File: config.mk
export PLATFORM = sky130hd
export DESIGN_NAME = alu_muldiv_r32
export DESIGN_NICKNAME = d
export VERILOG_FILES = /design/src/rtl/alu_muldiv_r32.sv
export SDC_FILE = /design/constraint.sdc
export NUM_CORES = 1
export LEC_CHECK = 0
export ABC_AREA = 1
export CAP_MARGIN = 20
export CORE_MARGIN = 4
export CORE_UTILIZATION = 25
export DETAILED_ROUTE_END_ITERATION = 10
export SYNTH_ARGS = -nofsm -noshare
export SYNTH_HDL_FRONTEND = slang
export SYNTH_SLANG_ARGS = --single-unit
File: constraint.sdc
create_clock -name clk -period 9.6 [get_ports clk]
set_clock_uncertainty 0.05 [all_clocks]
set_input_delay 1.44 -clock clk [delete_from_list [all_inputs] [get_ports clk]]
set_output_delay 1.44 -clock clk [all_outputs]
set_load 0.01 [all_outputs]
File: src/rtl/alu_muldiv_r32.sv
// Iterative RV32M multiply/divide unit.
// One M-extension op is accepted over in_valid/in_ready, computed one radix-2
// step per cycle on operand magnitudes, sign-corrected on the last step and
// returned as a registered result over out_valid/out_ready.
// Divide-by-zero, signed divide overflow and non-M encodings skip the
// iteration and complete on the accepting edge.
//
// Ports:
//   clk, rst        rising-edge clock, asynchronous active-low reset
//   in_valid/ready  request handshake (ready only while idle)
//   alu_op          instruction word; opcode [6:0], funct3 [14:12], funct7 [31:25]
//   data1, data2    rs1 / rs2 operands
//   flush           synchronous kill of any in-flight or pending operation
//   out_valid/ready result handshake
//   result          operation result, held while out_valid && !out_ready
//   busy            calculating or holding a result
//   err             the accepted instruction was not an M-extension op
//
// state | meaning
// IDLE  | waiting for a request, in_ready high
// CALC  | one shift-add / restoring-divide step per cycle
// DONE  | result valid, waiting for out_ready
module alu_muldiv_r32 #(
    parameter int DATA_WIDTH   = 32,
    parameter int INSTR_LENGTH = 32
) (
    input  logic                    clk,
    input  logic                    rst,
    input  logic                    in_valid,
    output logic                    in_ready,
    input  logic [INSTR_LENGTH-1:0] alu_op,
    input  logic [DATA_WIDTH-1:0]   data1,
    input  logic [DATA_WIDTH-1:0]   data2,
    input  logic                    flush,
    output logic                    out_valid,
    input  logic                    out_ready,
    output logic [DATA_WIDTH-1:0]   result,
    output logic                    busy,
    output logic                    err
);
    localparam int W  = DATA_WIDTH;
    localparam int CW = $clog2(W + 1);

    typedef enum logic [1:0] {IDLE, CALC, DONE} state_t;
    state_t state, state_next;

    logic [2:0]     f3;
    logic           a_neg, b_neg;
    logic [2*W-1:0] acc;
    logic [W-1:0]   opb;
    logic [CW-1:0]  cnt;

    // Request decode
    logic [2:0] f3_in;
    logic       is_m, is_div, sgn_a_op, sgn_b_op, sign_a, sign_b;
    logic       div_zero, div_ovf, special, accept;
    logic [W-1:0] mag1, mag2, special_res;
    logic       unused_bits;

    assign unused_bits = ^{alu_op[24:15], alu_op[11:7]};

    always_comb begin
        f3_in    = alu_op[14:12];
        is_m     = (alu_op[6:0] == 7'b0110011) && (alu_op[31:25] == 7'b0000001);
        is_div   = f3_in[2];
        sgn_a_op = (f3_in == 3'b001) || (f3_in == 3'b010) || (f3_in == 3'b100) || (f3_in == 3'b110);
        sgn_b_op = (f3_in == 3'b001) || (f3_in == 3'b100) || (f3_in == 3'b110);
        sign_a   = sgn_a_op && data1[W-1];
        sign_b   = sgn_b_op && data2[W-1];
        // two's-complement negate of the most-negative value yields its magnitude as unsigned
        mag1     = sign_a ? -data1 : data1;
        mag2     = sign_b ? -data2 : data2;
        div_zero = is_div && (data2 == '0);
        div_ovf  = is_div && !f3_in[0] && (data1 == {1'b1, {(W-1){1'b0}}}) && (data2 == '1);
        special  = !is_m || div_zero || div_ovf;
        if (!is_m)
            special_res = '0;
        else if (div_zero)
            special_res = f3_in[1] ? data1 : '1;
        else
            special_res = f3_in[1] ? '0 : data1;
        accept   = in_valid && (state == IDLE) && !flush;
    end

    // One iteration step: hi half is the running sum / partial remainder,
    // lo half is the multiplier being shifted out / quotient being shifted in.
    logic [W:0]     mul_sum, div_shift, div_diff;
    logic [2*W-1:0] step_acc, prod_fin;
    logic [W-1:0]   quo_fin, rem_fin, calc_res;

    always_comb begin
        mul_sum   = {1'b0, acc[2*W-1:W]} + (acc[0] ? {1'b0, opb} : '0);
        div_shift = {acc[2*W-1:W], acc[W-1]};
        div_diff  = div_shift - {1'b0, opb};
        if (f3[2])
            step_acc = div_diff[W] ? {div_shift[W-1:0], acc[W-2:0], 1'b0}
                                   : {div_diff[W-1:0], acc[W-2:0], 1'b1};
        else
            step_acc = {mul_sum, acc[W-1:1]};
        prod_fin = (a_neg ^ b_neg) ? -step_acc : step_acc;
        quo_fin  = (a_neg ^ b_neg) ? -step_acc[W-1:0] : step_acc[W-1:0];
        rem_fin  = a_neg ? -step_acc[2*W-1:W] : step_acc[2*W-1:W];
        case (f3)
            3'b000:          calc_res = prod_fin[W-1:0];
            3'b100, 3'b101:  calc_res = quo_fin;
            3'b110, 3'b111:  calc_res = rem_fin;
            default:         calc_res = prod_fin[2*W-1:W];
        endcase
    end

    always_ff @(posedge clk or negedge rst) begin
        if (!rst)
            state <= IDLE;
        else
            state <= state_next;
    end

    always_comb begin
        state_next = state;
        in_ready   = 1'b0;
        out_valid  = 1'b0;
        busy       = 1'b0;
        case (state)
            IDLE: begin
                in_ready = 1'b1;
                if (accept)
                    state_next = special ? DONE : CALC;
            end
            CALC: begin
                busy = 1'b1;
                if (cnt == CW'(1))
                    state_next = DONE;
            end
            DONE: begin
                busy      = 1'b1;
                out_valid = 1'b1;
                if (out_ready)
                    state_next = IDLE;
            end
            default: state_next = IDLE;
        endcase
        if (flush)
            state_next = IDLE;
    end

    always_ff @(posedge clk or negedge rst) begin
        if (!rst) begin
            f3     <= '0;
            a_neg  <= 1'b0;
            b_neg  <= 1'b0;
            acc    <= '0;
            opb    <= '0;
            cnt    <= '0;
            result <= '0;
            err    <= 1'b0;
        end else if (flush) begin
            err <= 1'b0;
            cnt <= '0;
        end else if (accept) begin
            f3    <= f3_in;
            a_neg <= sign_a;
            b_neg <= sign_b;
            err   <= !is_m;
            cnt   <= CW'(W);
            if (special)
                result <= special_res;
            // divide shifts the dividend out of lo; multiply shifts the multiplier out of lo
            if (is_div) begin
                acc <= {{W{1'b0}}, mag1};
                opb <= mag2;
            end else begin
                acc <= {{W{1'b0}}, mag2};
                opb <= mag1;
            end
        end else if (state == CALC) begin
            acc <= step_acc;
            cnt <= cnt - CW'(1);
            if (cnt == CW'(1))
                result <= calc_res;
        end
    end

endmodule

After elaboration in Yosys (flattened, before gate mapping)
Cells that the tools add are included.
W data, S select, Z words.

word-level totals
  memory bits (read-only) = 0
  register bits after elaboration = 142
  memories = 0
  word-level logic and storage cells = 106
  input bits = 101
  bits in writable memories = 0
  latch bits = 0

operators by class
  reductions and logical operators = 33
  div/mod/pow operators = 0
  add/subtract/negate cells = 8
  multiply operators = 0
  shift operators = 0
  equal/unequal tests = 19
  bitwise gates (word level) = 2
  magnitude comparators = 0
  muxes and demuxes = 35

operators with widths
  cell                    count
  $mux W32                15
  $mux W64                5
  $neg A32 Y32            4
  $pmux W32 S3            1
  $eq A32 B32 Y1 const B  2
  $neg A64 Y64            1
  $add A32 B32 Y33        1
  $sub A33 B32 Y33        1
  $logic_not A32 Y1       1
  $eq A3 B3 Y1 const B    6
  $mux W6                 3
  $mux W2                 5
  $logic_and A1 B1 Y1     9
  $ne A3 B3 Y1 const B    3
  $eq A7 B1 Y1 const B    1
  $eq A7 B6 Y1 const B    1
  $logic_or A1 B1 Y1      7
  $eq A6 B1 Y1 const B    1
  $pmux W2 S3             1
  $reduce_bool A2 Y1      3
  $reduce_or A2 Y1        3
  $sub A6 B1 Y6 const B   1
  $mux W1                 5
  $reduce_and A2 Y1       2
  other kinds (13)        15

Depth between registers and ports, before layout
  word-level depth = 9
  mapped depth = 35
  mapped depth without buffers = 34

Least setup slack after synthesis
No wires, ideal clock.

  path kind = flip-flop to flip-flop
  from = reg acc[31]
  to = reg result[26]
  slack = 5549 ps
  data arrival time = 3876 ps
  library setup time = 125 ps
  cell stages (with the launch flop) = 35
  clock period less this slack = 4051 ps
  cells stage by stage = dfrtp_1 inv_1 ha_1 inv_1 fa_1 nand2_1 nand2_1 nand3_1 nand2_2 nand2_1 nand2_2 nand2_4 nand3_2 buf_4 nand3_4 nand2_2 inv_1 ha_1 nand3_1 nor2_2 nand4_1 nor2_1 nand3_1 nor3_2 nand2_1 nor2_1 nand3_1 clkinv_1 nand2_1 nand2_1 nand2_1 nand2_1 nand3_1 nand3_1 a21oi_1

between the ends
  longest elaborated chain between the ends = 9
  elaborated cells between the ends (all ways) = 13

ends and longest elaborated chain
  element                                     RTL line  text
  start: declaration                          49        logic [2*W-1:0] acc;
  start signal: assignment                    169       acc <= {{W{1'b0}}, mag1};
  start signal: assignment                    172       acc <= {{W{1'b0}}, mag2};
  start signal: assignment                    176       acc <= step_acc;
  $sub A33 B32 Y33                            94        div_diff = div_shift - {1'b0, opb};
  $mux W64                                    96        step_acc = div_diff[W] ? {div_shift[W-1:0], acc[W-2:0], 1'b0}
  $mux W64 *                                  95        if (f3[2])
  $neg A64 Y64, or another cell as far along  100       prod_fin = (a_neg ^ b_neg) ? -step_acc : step_acc;
  $mux W64, or another cell as far along      100
  $pmux W32 S3 *                              103       case (f3)
  $mux W32 *                                  178       if (cnt == CW'(1))
  $mux W32 *                                  175       end else if (state == CALC) begin
  $mux W32 *                                  159       end else if (accept) begin
  end signal: assignment                      166       result <= special_res;
  end signal: assignment                      179       result <= calc_res;
  end: declaration                            37        output logic [DATA_WIDTH-1:0] result,

Mark *: on every way between the ends. The rest lies on a longest branch, timed or not. The select of a mux whose other input is x is not followed.
A chain may end at the register's enable or synchronous reset.

Final worst setup path
  from = reg acc[31]
  to = reg result[22]

The elaborated chain is that of the path after synthesis.

==> flow_metrics.tcl <==
set metrics [dict create \
    hold_class "reg -> reg" \
    clockPowerShare_pct 13.0 \
    max_freq_mhz 165.6 \
    post-route-util_pct 28.90 \
    drtIter0Drc 2121 \
    ys_top_cells_by_area "dfrtp_1, nand2_1, inv_1" \
    grt_pass1_vias 19286 \
    ctsLongestPathBuffers 2 \
    cp_slowest_stage_delay_ps 510 \
    sw_frac_of_total_pct 56.61 \
    p_per_area_nw_per_um2 266.0 \
    reg2regPathDepth 31 \
    routedWlPerCell_um 19.31 \
    maxCapViolCount 0 \
    remaining_drc_errors 0 \
    cts.htree.levels 4 \
    setup_tns_ps 0 \
    final_cells 4180 \
    area_growth_pct 14.68 \
    synth_top_area_cell "dfrtp_1" \
    worstReg2RegStart "acc[31]" \
    critPathRequiredTime_ps 9900 \
    dieArea_um2 77930 \
    vias 21199 \
    final_cell_mix "nand2_1, inv_1, nand3_1" \
    cts_tree "done" \
    rows 99 \
    core_um2 72960 \
    ant_nets 0 \
    ir_drop_v 0.0001578 \
    regToRegEndpoint "result[22]" \
    cts_hold_buf 0 \
    fin_crit_sh_pct 62.89 \
    outcome "complete, no violations" \
    viasPerCell 5.072 \
    final_common_cell "nand2_1" \
    path_buf_inv 4 \
    max_slew_margin_pct 28.17 \
    gp_congestion 1.011 \
    drive_gt1_share_pct 5.992 \
    start_kind "register" \
    hpwlAfterDp_um 64420 \
    post_cts_resize_count 0 \
    ys_types 58 \
    drv_slew 0 \
    overflow 0 \
    wl_um 80740 \
    die_h_um 279.2 \
    power_switching_uw 3175 \
    antenna_found_initial 0 \
    period_needed_ps 6038 \
    r2r_slack_ps 3560 \
    cp_slowest_cell "nor4_1" \
    worstMarginPinSlew_ps 1066 \
    globalRouteTotalUtil_pct 20.03 \
    synthCells 3160 \
    worstSkewPairLatency_ps 470 \
    synth_nets 3337 \
    ys_ff_latch 142 \
    seq_area_frac_synth_pct 19.33 \
    hold_violations 0 \
    yosysWarnings 0 \
    clk_pin_slew_ps 70 \
    leakagePower_uw 0.01068 \
    finalSetupViolations 0 \
    cts_made_buffers 17 \
    cts_num_sinks 142 \
    path_max_fanout 12 \
    cts_root_buf "clkbuf_16" \
    yosysTopAreaCellShare_pct 19.33 \
    floorplan.initialDensity_pct 25.20 \
    p_int_uw 2433 \
    critPathLaunch "acc[31]" \
    drtPass1Iterations 6 \
    grt_max_degree 73 \
    num_antenna_cells 0 \
    die-width_um 279.2 \
    grt_setup_unrepaired "no" \
    placed_cells 4148 \
    holdWs_ps 454.8 \
    seqPwrFrac_pct 18.6 \
    worstHoldStart "acc[25]" \
    critical_path_arrival_ps 6340 \
    grt_pass1_wl_um 120500 \
    hold_end "acc[25]" \
    avgSynthCellArea_um2 5.817 \
    end_kind "register" \
    hold_depth 2 \
    ioPinCount 137 \
    fin_nets 3385 \
    combPwrFrac_pct 68.4 \
    cts_setup_buffers 0 \
    cp_top_family "simple AND/OR/NAND/NOR gates" \
    synth_area_um2 18380 \
    critPathKind "reg -> reg" \
    path_common_cell "nand2_1" \
    portBuffers 121 \
]
## worst min-delay path, cell delays in order, from the launching register on
cell and delay (ps):
dfrtp_1 340, o22ai_1 80, inv_1 50
## cell type report
| class | count | area [µm²] |
|---|---|---|
| multi-input cells | 2408 | 12460 |
| clock buffers | 20 | 466.7 |
| flip-flops and latches | 142 | 3557 |
| inverters | 499 | 1873 |
| repair buffers | 140 | 1370 |
| clock inverters | 12 | 158.9 |
| fillers | 8214 | 51880 |
| well taps | 959 | 1200 |
## power by group through the flow
stage,clock network (µW),registers (µW),logic (µW)
2_1_floorplan,0,944,2530
3_3_place_gp,0,1040,3730
3_5_place_dp,0,1040,3750
4_1_cts,740,1030,3770
5_1_grt,765,1060,4190
6_report,732,1040,3830
## metrics by stage
| step | total power (µW) | cell area, µm² | setup slack (ps) |
|---|---|---|---|
| finish | 5608 | 21080 | 3562 |
| global route | 6014 | 21080 | 3240 |
| CTS | 5539 | 21080 | 3692 |
| detailed placement | 4790 | 20460 | 3706 |
| global placement | 4772 | 20430 | 3673 |
| floorplan | 3471 | 18380 | 5549 |
## kinds of logic after synthesis
| family | after synthesis | share of synthesized area [%] |
|---|---|---|
| xor gates and xnor gates | 101 | 4.812 |
| buffers and inverters | 610 | 13.04 |
| adders and majority gates | 76 | 5.255 |
| and+or+nand+nor | 1670 | 39.98 |
| AOI/OAI and AO/OA | 561 | 17.58 |
| DFF | 142 | 19.33 |
## worst max-delay path by stage
stage	endpoint	depth (start not counted)	slack, ps
after floorplan	result[26]	34	5550
after global placement	result[22]	31	3670
after detailed placement	result[22]	31	3710
after CTS	result[22]	31	3690
after global routing	result[22]	31	3240
final	result[22]	31	3560
## synth_stat cells, drive strengths merged
| cell type | instances |
|---|---|
| a21oi | 189 |
| o21a | 8 |
| nor4 | 9 |
| o211ai | 14 |
| nor2 | 308 |
| xor2 | 79 |
| nand4 | 37 |
| a21boi | 18 |
| nand2 | 932 |
| buf | 38 |
| a2bb2oi | 2 |
| and3 | 1 |
| dfrtp | 142 |
| a22oi | 26 |
| a31oi | 12 |
| o31ai | 2 |
| a211oi | 1 |
| clkbuf | 73 |
| nand3 | 316 |
| ha | 74 |
| fa | 2 |
| or2 | 14 |
| xnor2 | 22 |
| a221oi | 1 |
| and2 | 1 |
| nor3 | 41 |
| o32ai | 6 |
| nand3b | 11 |
| a22o | 1 |
| o21ai | 209 |
| o21bai | 14 |
| o221ai | 18 |
| a21o | 5 |
| inv | 494 |
| clkinv | 5 |
| o22ai | 31 |
| o2111ai | 2 |
| a41oi | 2 |
## flip-flops by register name, summed over array words and instances, names as in the netlist
signal and cells:
b_neg 1, err 1, result 32, state 2, cnt 6, a_neg 1, opb 32, f3 3
acc 64
## routing by layer
layer  track usage (%)  up-vias  share of wire (%)
met5                 0        -                  0
met4             9.332        0                5.1
met3             2.508      132                7.2
met2             32.25      864                 45
met1             26.73     9895                 43
li1                  -    10308                  -
Power figures use the tool's default switching activity.
